$ cat src/rtl/barrel_shift_stepper_8b_if.sv
// Operand/control bundle between a stepper controller and its barrel shifter.
// The master side drives commands and the slave side returns the latched shifter inputs.
interface barrel_shift_stepper_8b_if;
    logic       start;
    logic       stop;
    logic       loop_en;
    logic [7:0] data_in;
    logic       lr_in;
    logic [7:0] a;
    logic       lr;
    logic [2:0] amt;
    logic       busy;
    logic       done;

    modport master (
        output start, stop, loop_en, data_in, lr_in,
        input  a, lr, amt, busy, done
    );

    modport slave (
        input  start, stop, loop_en, data_in, lr_in,
        output a, lr, amt, busy, done
    );
endinterface

$ cat src/rtl/barrel_shift_stepper_8b.sv
// Sweeps the shift amount of a barrel_shifter_lr_8b from 0 to 7, advancing one step per TICK_DIV
// clocks. It can wrap continuously, and it can be aborted with stop.
module barrel_shift_stepper_8b #(
    parameter int unsigned TICK_DIV = 50000000
) (
    input logic                           clk,
    input logic                           reset_n,
    barrel_shift_stepper_8b_if.slave      bus
);

    localparam logic [25:0] TickMax = 26'(TICK_DIV - 1);

    typedef enum logic [1:0] {StIdle, StRun, StFinish} state_e;

    state_e      state_q, state_d;
    logic        start_q;
    logic [7:0]  a_q, a_d;
    logic        lr_q, lr_d;
    logic [2:0]  amt_q, amt_d;
    logic [25:0] tick_q, tick_d;
    logic        launch;
    logic        step;

    assign launch = bus.start & ~start_q;
    assign step   = (tick_q == TickMax);

    always_comb begin
        state_d = state_q;
        a_d     = a_q;
        lr_d    = lr_q;
        amt_d   = amt_q;
        tick_d  = tick_q;
        case (state_q)
            StIdle: begin
                if (launch && !bus.stop) begin
                    state_d = StRun;
                    a_d     = bus.data_in;
                    lr_d    = bus.lr_in;
                    amt_d   = 3'd0;
                    tick_d  = 26'd0;
                end
            end
            StRun: begin
                // Abort wins over a coincident step.
                if (bus.stop) begin
                    state_d = StIdle;
                    amt_d   = 3'd0;
                    tick_d  = 26'd0;
                end else if (step) begin
                    tick_d = 26'd0;
                    if (amt_q != 3'd7) begin
                        amt_d = amt_q + 3'd1;
                    end else if (bus.loop_en) begin
                        amt_d = 3'd0;
                    end else begin
                        state_d = StFinish;
                    end
                end else begin
                    tick_d = tick_q + 26'd1;
                end
            end
            StFinish: state_d = StIdle;
            default:  state_d = StIdle;
        endcase
    end

    // start_q resets high so a start already held at reset release is not taken as an edge.
    always_ff @(posedge clk) begin
        if (!reset_n) begin
            state_q <= StIdle;
            start_q <= 1'b1;
            a_q     <= 8'h00;
            lr_q    <= 1'b0;
            amt_q   <= 3'd0;
            tick_q  <= 26'd0;
        end else begin
            state_q <= state_d;
            start_q <= bus.start;
            a_q     <= a_d;
            lr_q    <= lr_d;
            amt_q   <= amt_d;
            tick_q  <= tick_d;
        end
    end

    assign bus.a    = a_q;
    assign bus.lr   = lr_q;
    assign bus.amt  = amt_q;
    assign bus.busy = (state_q == StRun);
    assign bus.done = (state_q == StFinish);

endmodule
$ cat src/flat_wrapper.sv
// flat-port wrapper written by rule: the top's interface ports become plain ports
module barrel_shift_stepper_8b_flat 
#(
    parameter int unsigned TICK_DIV = 50000000
)
  (clk, reset_n, bus_start, bus_stop, bus_loop_en, bus_data_in, bus_lr_in, bus_a, bus_lr, bus_amt, bus_busy, bus_done);
  barrel_shift_stepper_8b_if bus_i ();
  input logic clk;
  input logic reset_n;
  input wire logic [$bits(bus_i.start)-1:0] bus_start;
  input wire logic [$bits(bus_i.stop)-1:0] bus_stop;
  input wire logic [$bits(bus_i.loop_en)-1:0] bus_loop_en;
  input wire logic [$bits(bus_i.data_in)-1:0] bus_data_in;
  input wire logic [$bits(bus_i.lr_in)-1:0] bus_lr_in;
  output wire logic [$bits(bus_i.a)-1:0] bus_a;
  output wire logic [$bits(bus_i.lr)-1:0] bus_lr;
  output wire logic [$bits(bus_i.amt)-1:0] bus_amt;
  output wire logic [$bits(bus_i.busy)-1:0] bus_busy;
  output wire logic [$bits(bus_i.done)-1:0] bus_done;
  assign bus_i.start = bus_start;
  assign bus_i.stop = bus_stop;
  assign bus_i.loop_en = bus_loop_en;
  assign bus_i.data_in = bus_data_in;
  assign bus_i.lr_in = bus_lr_in;
  assign bus_a = bus_i.a;
  assign bus_lr = bus_i.lr;
  assign bus_amt = bus_i.amt;
  assign bus_busy = bus_i.busy;
  assign bus_done = bus_i.done;
  barrel_shift_stepper_8b #(.TICK_DIV(TICK_DIV)) u_core (.clk(clk), .reset_n(reset_n), .bus(bus_i));
endmodule
$ cat config.mk
export PLATFORM = sky130hd
export DESIGN_NAME = barrel_shift_stepper_8b_flat
export DESIGN_NICKNAME = d
export VERILOG_FILES = /design/src/rtl/barrel_shift_stepper_8b_if.sv /design/src/rtl/barrel_shift_stepper_8b.sv /design/src/flat_wrapper.sv
export SDC_FILE = /design/constraint.sdc
export NUM_CORES = 1
export LEC_CHECK = 0
export BUFFER_PORTS_ARGS = -buffer_cell sky130_fd_sc_hd__buf_4
export CORE_MARGIN = 5
export CORE_UTILIZATION = 60
export CTS_CLUSTER_DIAMETER = 40
export DETAILED_ROUTE_END_ITERATION = 10
export PLACE_DENSITY = 0.82
export SYNTH_ARGS = -nofsm -noshare
export SYNTH_HDL_FRONTEND = slang
export SYNTH_SLANG_ARGS = --single-unit
$ cat constraint.sdc
create_clock -name clk -period 5.25 [get_ports clk]
set_clock_uncertainty 0.1 [all_clocks]
set_input_delay 0.2625 -clock clk [delete_from_list [all_inputs] [get_ports clk]]
set_output_delay 0.2625 -clock clk [all_outputs]
set_load 0.1 [all_outputs]
==> metrics.yaml, run 1 <==
fin_ws_ns: 2.80
hp-class: "in2reg"
io_pins: 28
rows: 20
stdcell_area_sq_um: 2220
netlist.area_leader.share_pct: 42.4
synth_common_cells: "41 x dfxtp_1, 27 x nor2_1, 24 x nand2_1"
cts_tree: "built"
fp.dieW_um: 66.8
dp_slack_ns: 2.88
hp-start: "bus_data_in[4]"
die-area_sq_um: 4460
reg2reg_slack_ns: 2.91
first_pass_iters: 4
p_leak_nw: 0.816
setup_viol_count_final: 0
netlist_instances: 230
cap_violations: 0
num_vias: 1664
cts.path.max_buffers: 2
ys_seq_area_share_pct: 42.4
clock-sinks: 41
status: "finished, final reports clean"
crit_type: "in2reg"
fin_crit_sh_pct: 46.7
r2r-end: "u_core.tick_q[11]$_SDFFE_PN0P_"
hold_path_depth: 3
cts_inserted_buffers: 5
worst-slew-pin-transition_ns: 0.560
area_delta_synth_final_pct: 14.5
drt_iter0_drc: 178
setup-tns-final_ns: 0
grt-ovfl-total: 0
die_h_um: 66.8
r2r_start: "u_core.state_q[1]$_SDFFE_PN0P_"
ys_ff_latch: 41
cp_slowest_cell: "or4b_1"
clk_latency_ns: 0.36
avgSynthCellArea_sq_um: 8.42
syn_nets: 247
start_util_pct: 62.9
max_clock_freq_mhz: 408
fin_util_pct: 72.1
critPathTopFamily: "simple AND/OR/NAND/NOR gates"
grt_pass1_vias: 1573
viasPerCell: 5.55
ys_top_cells_by_area: "dfxtp_1 42%, xor2_1 5.4%, nor2_1 5.2%"
synth_most_common_cell: "dfxtp_1"
nets: 272
place_hpwl_mm: 2.93
slew_headroom_pct: 62.5
synthFlopType: "dfxtp_1"
core_area_sq_um: 3080
path_max_fanout: 15
ys_warn_count: 0
min_period_ns: 2.45
port_buffers: 27
rsz0062_at_grt: "false"
place_area_sq_um: 2160
syn_area_sq_um: 1940
crit_chain: "dlygate4sd3_1 -> buf_4 -> or4b_1 -> a211oi_2 -> nand4_1 -> xor2_1 -> nor2_1"
hold_viol: 0
synth_async_sr_flop_share_pct: 0
cts_htree_levels: 2
worstPathRequired_ns: 5.39
cp.arrival_ns: 2.60
drc: 0
diodes: 0
ant_nets: 0
clk_pin_slew_worst_paths_ns: 0.11
cts_resized: 0
drt-total-wl_mm: 4.04
grt_pass1_wl_mm: 7.12
cpPeakStageDelay_ns: 0.68
path_buf_inv: 2
drv_slew: 0
crit_path_start_kind: "input pin"
power_w: 0.000505
r2r_cells: 5
synth_cell_type_count: 42
irDropWorstVdd_mv: 0.168
routabilityCongestion: 0.817
power_density_nw_per_um2: 228
grt_max_degree: 23
drive_gt1_share_pct: 16.8
cp-end-kind: "flip-flop"
synth_edf_count: 0
routedWlPerCell_um: 13.5
grt_use_total_pct: 20.8
fillers: 256
hold_buffers: 1
antenna_found_initial: 0
clock_tree.root_cell: "clkbuf_4"
synth_largest_area_cell: "dfxtp_1"
min_to: "u_core.bus.a[4]$_SDFFE_PN0P_"
cts_setup_buffers: 0
-- metrics by stage --
stage	instances	hold WS (ns)
finish	300	0.0526
global route	300	0.0531
CTS	300	0.0522
detailed placement	291	0.367
global placement	291	0.365
floorplan	230	0.264
-- routing by layer --
metal | global-route usage (%) | share of wire, % | wire, um | vias to the layer above
li1 | - | - | - | 862
met1 | 29.6 | 50 | 2010 | 759
met2 | 30.1 | 43 | 1760 | 36
met3 | 5.06 | 5.5 | 222 | 7
met4 | 7.61 | 1.1 | 46 | 0
met5 | 0 | 0 | 0 | -
-- sequential cells by signal (all words and copies together) (netlist names) --
| name | count |
|---|---|
| u_core.tick_q | 26 |
| u_core.bus.a | 8 |
| u_core.bus.amt | 3 |
| u_core.state_q | 2 |
| u_core.bus.lr | 1 |
| u_core.start_q | 1 |
-- report_power, final --
group | switching [W] | internal [W] | total, W
Sequential | 0.00000164 | 0.000313 | 0.000315
Combinational | 0.0000258 | 0.0000133 | 0.0000390
Clock | 0.000100 | 0.0000510 | 0.000151
-- area by class of cell --
type,instances,area [sq um],area share [%]
multi-input cells,173,1050,47.4
flip-flops and latches,41,821,37.0
repair buffers,29,220,9.93
well taps,44,55.1,2.48
clock buffers,6,41.3,1.86
inverters,5,18.8,0.846
clock inverters,2,10.0,0.451
-- how the worst max path moves through the flow --
stage | start | endpoint | cells after the start
after floorplan | u_core.state_q[0]$_SDFFE_PN0P_ | bus_done | 2
after global placement | bus_stop | u_core.tick_q[7]$_SDFFE_PN0P_ | 6
after detailed placement | bus_stop | u_core.tick_q[25]$_SDFFE_PN0P_ | 6
after CTS | bus_start | u_core.tick_q[11]$_SDFFE_PN0P_ | 7
after global routing | bus_start | u_core.tick_q[11]$_SDFFE_PN0P_ | 7
final | bus_start | u_core.tick_q[11]$_SDFFE_PN0P_ | 7
-- cell usage in the layout (no fill, tap or decap), types with 2 or more instances in the layout --
cell      netlist  routed
nand3_1        11      11
and2_1          2       2
buf_4           0      28
nor2_2          2       2
or4b_1          2       2
dfxtp_1        41      41
a21oi_1         4       4
nor2b_1         3       3
a21boi_0        9       9
and4_1          3       3
nor2_1         27      27
ha_1            3       3
nand2_1        24      24
inv_1           5       5
or2_2           2       2
nor4_1          4       4
xor2_1         12      12
nand4_1        11      11
nor3_1          6       6
o21ai_0        14      14
xnor2_1         8       8
nand2b_1        2       2
clkbuf_4        0       5
and3_1          6       6
a41oi_1         2       2
clkinv_2        0       2
-- cells by family (layout without fill, tap and decap cells) --
family,count (synthesis),count (layout),share of synthesized area (%)
xor+xnor,20,20,9.04
buf+inv,16,42,3.29
compound gates,39,39,13.7
mux,1,1,0.517
fa+ha+maj,3,3,1.94
flops,41,41,42.4
simple gates,110,110,29.1
-- worst reg2reg max path, stage by stage (launching register included) --
cell and delay, ns:
dfxtp_1 0.35, or4b_1 0.77, a211oi_2 0.60, nand4_1 0.19, xor2_1 0.17, nor2_1 0.05
Power figures use the tool's default switching activity.
==> inputs of run 2 (changes only) <==
Settings changed: ABC_AREA set to 1, CORE_UTILIZATION 60 to 57, PLACE_DENSITY 0.82 to 0.78.
Clock period 5.25 ns to 2.4 ns, I/O delays scaled along.
==> metrics.yaml, run 2 <==
worst-slew-pin-transition_ns: 0.467
ys_ff_latch: 41
nets: 390
crit_chain: "dlygate4sd3_1 -> buf_4 -> inv_1 -> nor2_1 -> nand3_1 -> nand2_2 -> buf_4 -> nand2_1 -> nor2_1 -> xor2_1 -> nor2_2"
fillers: 323
setup_viol_count_final: 0
clk_pin_slew_worst_paths_ns: 0.08
clock-sinks: 41
grt_max_degree: 18
cpPeakStageDelay_ns: 0.53
syn_nets: 350
cts_tree: "built"
clock_tree.root_cell: "clkbuf_8"
place_hpwl_mm: 3.66
p_leak_nw: 1.08
path_max_fanout: 11
r2r_cells: 10
worstPathRequired_ns: 2.48
reg2reg_slack_ns: 0.72
area_delta_synth_final_pct: 21.0
irDropWorstVdd_mv: 0.364
io_pins: 28
drc: 0
synth_async_sr_flop_share_pct: 0
grt_pass1_vias: 2066
fp.dieW_um: 72.7
largest_reg_flops: 26
syn_area_sq_um: 2240
cp_slowest_cell: "dlygate4sd3_1"
synth_edf_count: 0
cp.arrival_ns: 1.88
top_register: "u_core.tick_q"
ant_nets: 0
netlist.area_leader.share_pct: 36.6
core_area_sq_um: 3740
hold_viol: 0
grt-ovfl-total: 0
crit_path_start_kind: "input pin"
crit_type: "in2reg"
ys_top_cells_by_area: "dfxtp_1 37%, nand2_1 13%, nor2_1 9.1%"
power_density_nw_per_um2: 569
num_vias: 2198
cts_setup_buffers: 0
synthFlopType: "dfxtp_1"
final_common_cell: "nand2_1"
cap_violations: 0
die_h_um: 72.7
ys_seq_area_share_pct: 36.6
antenna_found_initial: 0
port_buffers: 27
die-area_sq_um: 5280
start_util_pct: 59.8
crit_end: "u_core.tick_q[5]$_SDFFE_PN0P_"
max_clock_freq_mhz: 556
status: "finished, final reports clean"
power_w: 0.00154
grt_use_total_pct: 21.4
setup-tns-final_ns: 0
ys_warn_count: 0
synth_largest_area_cell: "dfxtp_1"
routedWlPerCell_um: 12.4
cts_resized: 0
netlist_instances: 333
synth_cell_type_count: 30
avgSynthCellArea_sq_um: 6.73
slew_headroom_pct: 68.8
rows: 22
drt-total-wl_mm: 5.24
rsz0062_at_grt: "false"
viasPerCell: 5.21
diodes: 0
synth_common_cells: "76 x nand2_1, 54 x nor2_1, 41 x dfxtp_1"
path_buf_inv: 4
fin_crit_sh_pct: 74.9
clk_latency_ns: 0.29
hold_buffers: 10
hp-class: "in2reg"
critical_path.startpoint: "bus_start"
grt_pass1_wl_mm: 9.03
cts_htree_levels: 2
critPathTopFamily: "buffers and inverters"
cts_inserted_buffers: 5
r2r_start: "u_core.tick_q[0]$_SDFFE_PN0P_"
cts.path.max_buffers: 2
first_pass_iters: 4
routabilityCongestion: 0.825
final_cell_mix: "76 x nand2_1, 54 x nor2_1, 41 x dfxtp_1, 40 x inv_1, 29 x buf_4"
r2r-end: "u_core.tick_q[20]$_SDFFE_PN0P_"
synth_most_common_cell: "nand2_1"
min_period_ns: 1.80
drv_slew: 0
drive_gt1_share_pct: 19.3
worst-path-stages: 11
drt_iter0_drc: 136
cp-end-kind: "flip-flop"
hp-start: "bus_data_in[5]"
==> run 2: cell type report <==
class / count / area, sq um / area share (%)
Sequential cell: 41 / 821 / 30.3
Multi-Input combinational cell: 243 / 1220 / 44.9
Clock buffer: 5 / 68.8 / 2.54
Timing Repair Buffer: 39 / 318 / 11.7
Tap cell: 48 / 60.1 / 2.22
Inverter: 43 / 161 / 5.96
Clock inverter: 3 / 65.1 / 2.40
==> run 2: logic make-up after synthesis <==
family,Yosys count,synth area share (%)
flip-flops,41,36.6
adder cells (fa/ha/maj),3,1.68
AND/OR/NAND/NOR,202,42.2
buffers and inverters,49,9.05
XOR/XNOR,7,2.74
AO/OA/AOI/OAI,31,7.71
==> run 2: worst min-delay path by stage <==
stage | end | cells after the start | slack [ns]
2_1_floorplan | u_core.start_q$_SDFF_PN1_ | 2 | 0.12
3_3_place_gp | u_core.start_q$_SDFF_PN1_ | 3 | 0.22
3_5_place_dp | u_core.start_q$_SDFF_PN1_ | 3 | 0.22
4_1_cts | u_core.bus.a[5]$_SDFFE_PN0P_ | 3 | 0.02
5_1_grt | u_core.bus.amt[0]$_SDFFE_PN0P_ | 3 | 0.04
6_report | u_core.bus.a[5]$_SDFFE_PN0P_ | 3 | 0.02
==> run 2: metal layers <==
metal | global-route usage (%) | up-vias | routed length [um]
met5 | 0 | - | 0
met3 | 4.41 | 6 | 257
met4 | 7.38 | 0 | 69
met1 | 25.8 | 1016 | 2330
li1 | - | 1132 | -
met2 | 37.4 | 44 | 2580
==> run 2: where the power goes <==
part | internal [W] | leakage (nW) | switching (W) | total [W]
clock network | 0.000413 | 0.0681 | 0.000241 | 0.000654
registers | 0.000692 | 0.332 | 0.00000855 | 0.000701
logic | 0.0000556 | 0.684 | 0.000132 | 0.000188
==> run 2: per-stage QoR <==
stage / hold slack [ns] / utilization (%) / setup slack (ns) / instance area [sq um] / cells
after floorplan: 0.116 / - / 0.345 / 2240 / 333
after global placement: 0.216 / 66.1 / 0.768 / 2480 / 404
after detailed placement: 0.222 / 66.1 / 0.715 / 2480 / 404
after CTS: 0.0231 / 72.4 / 0.605 / 2710 / 422
after global routing: 0.0413 / 72.4 / 0.469 / 2710 / 422
final: 0.0178 / 72.4 / 0.601 / 2710 / 422
==> run 2: worst min-delay path: stages <==
cell	delay, ns
buf_4	0.08
o21ai_0	0.08
nor2_1	0.09
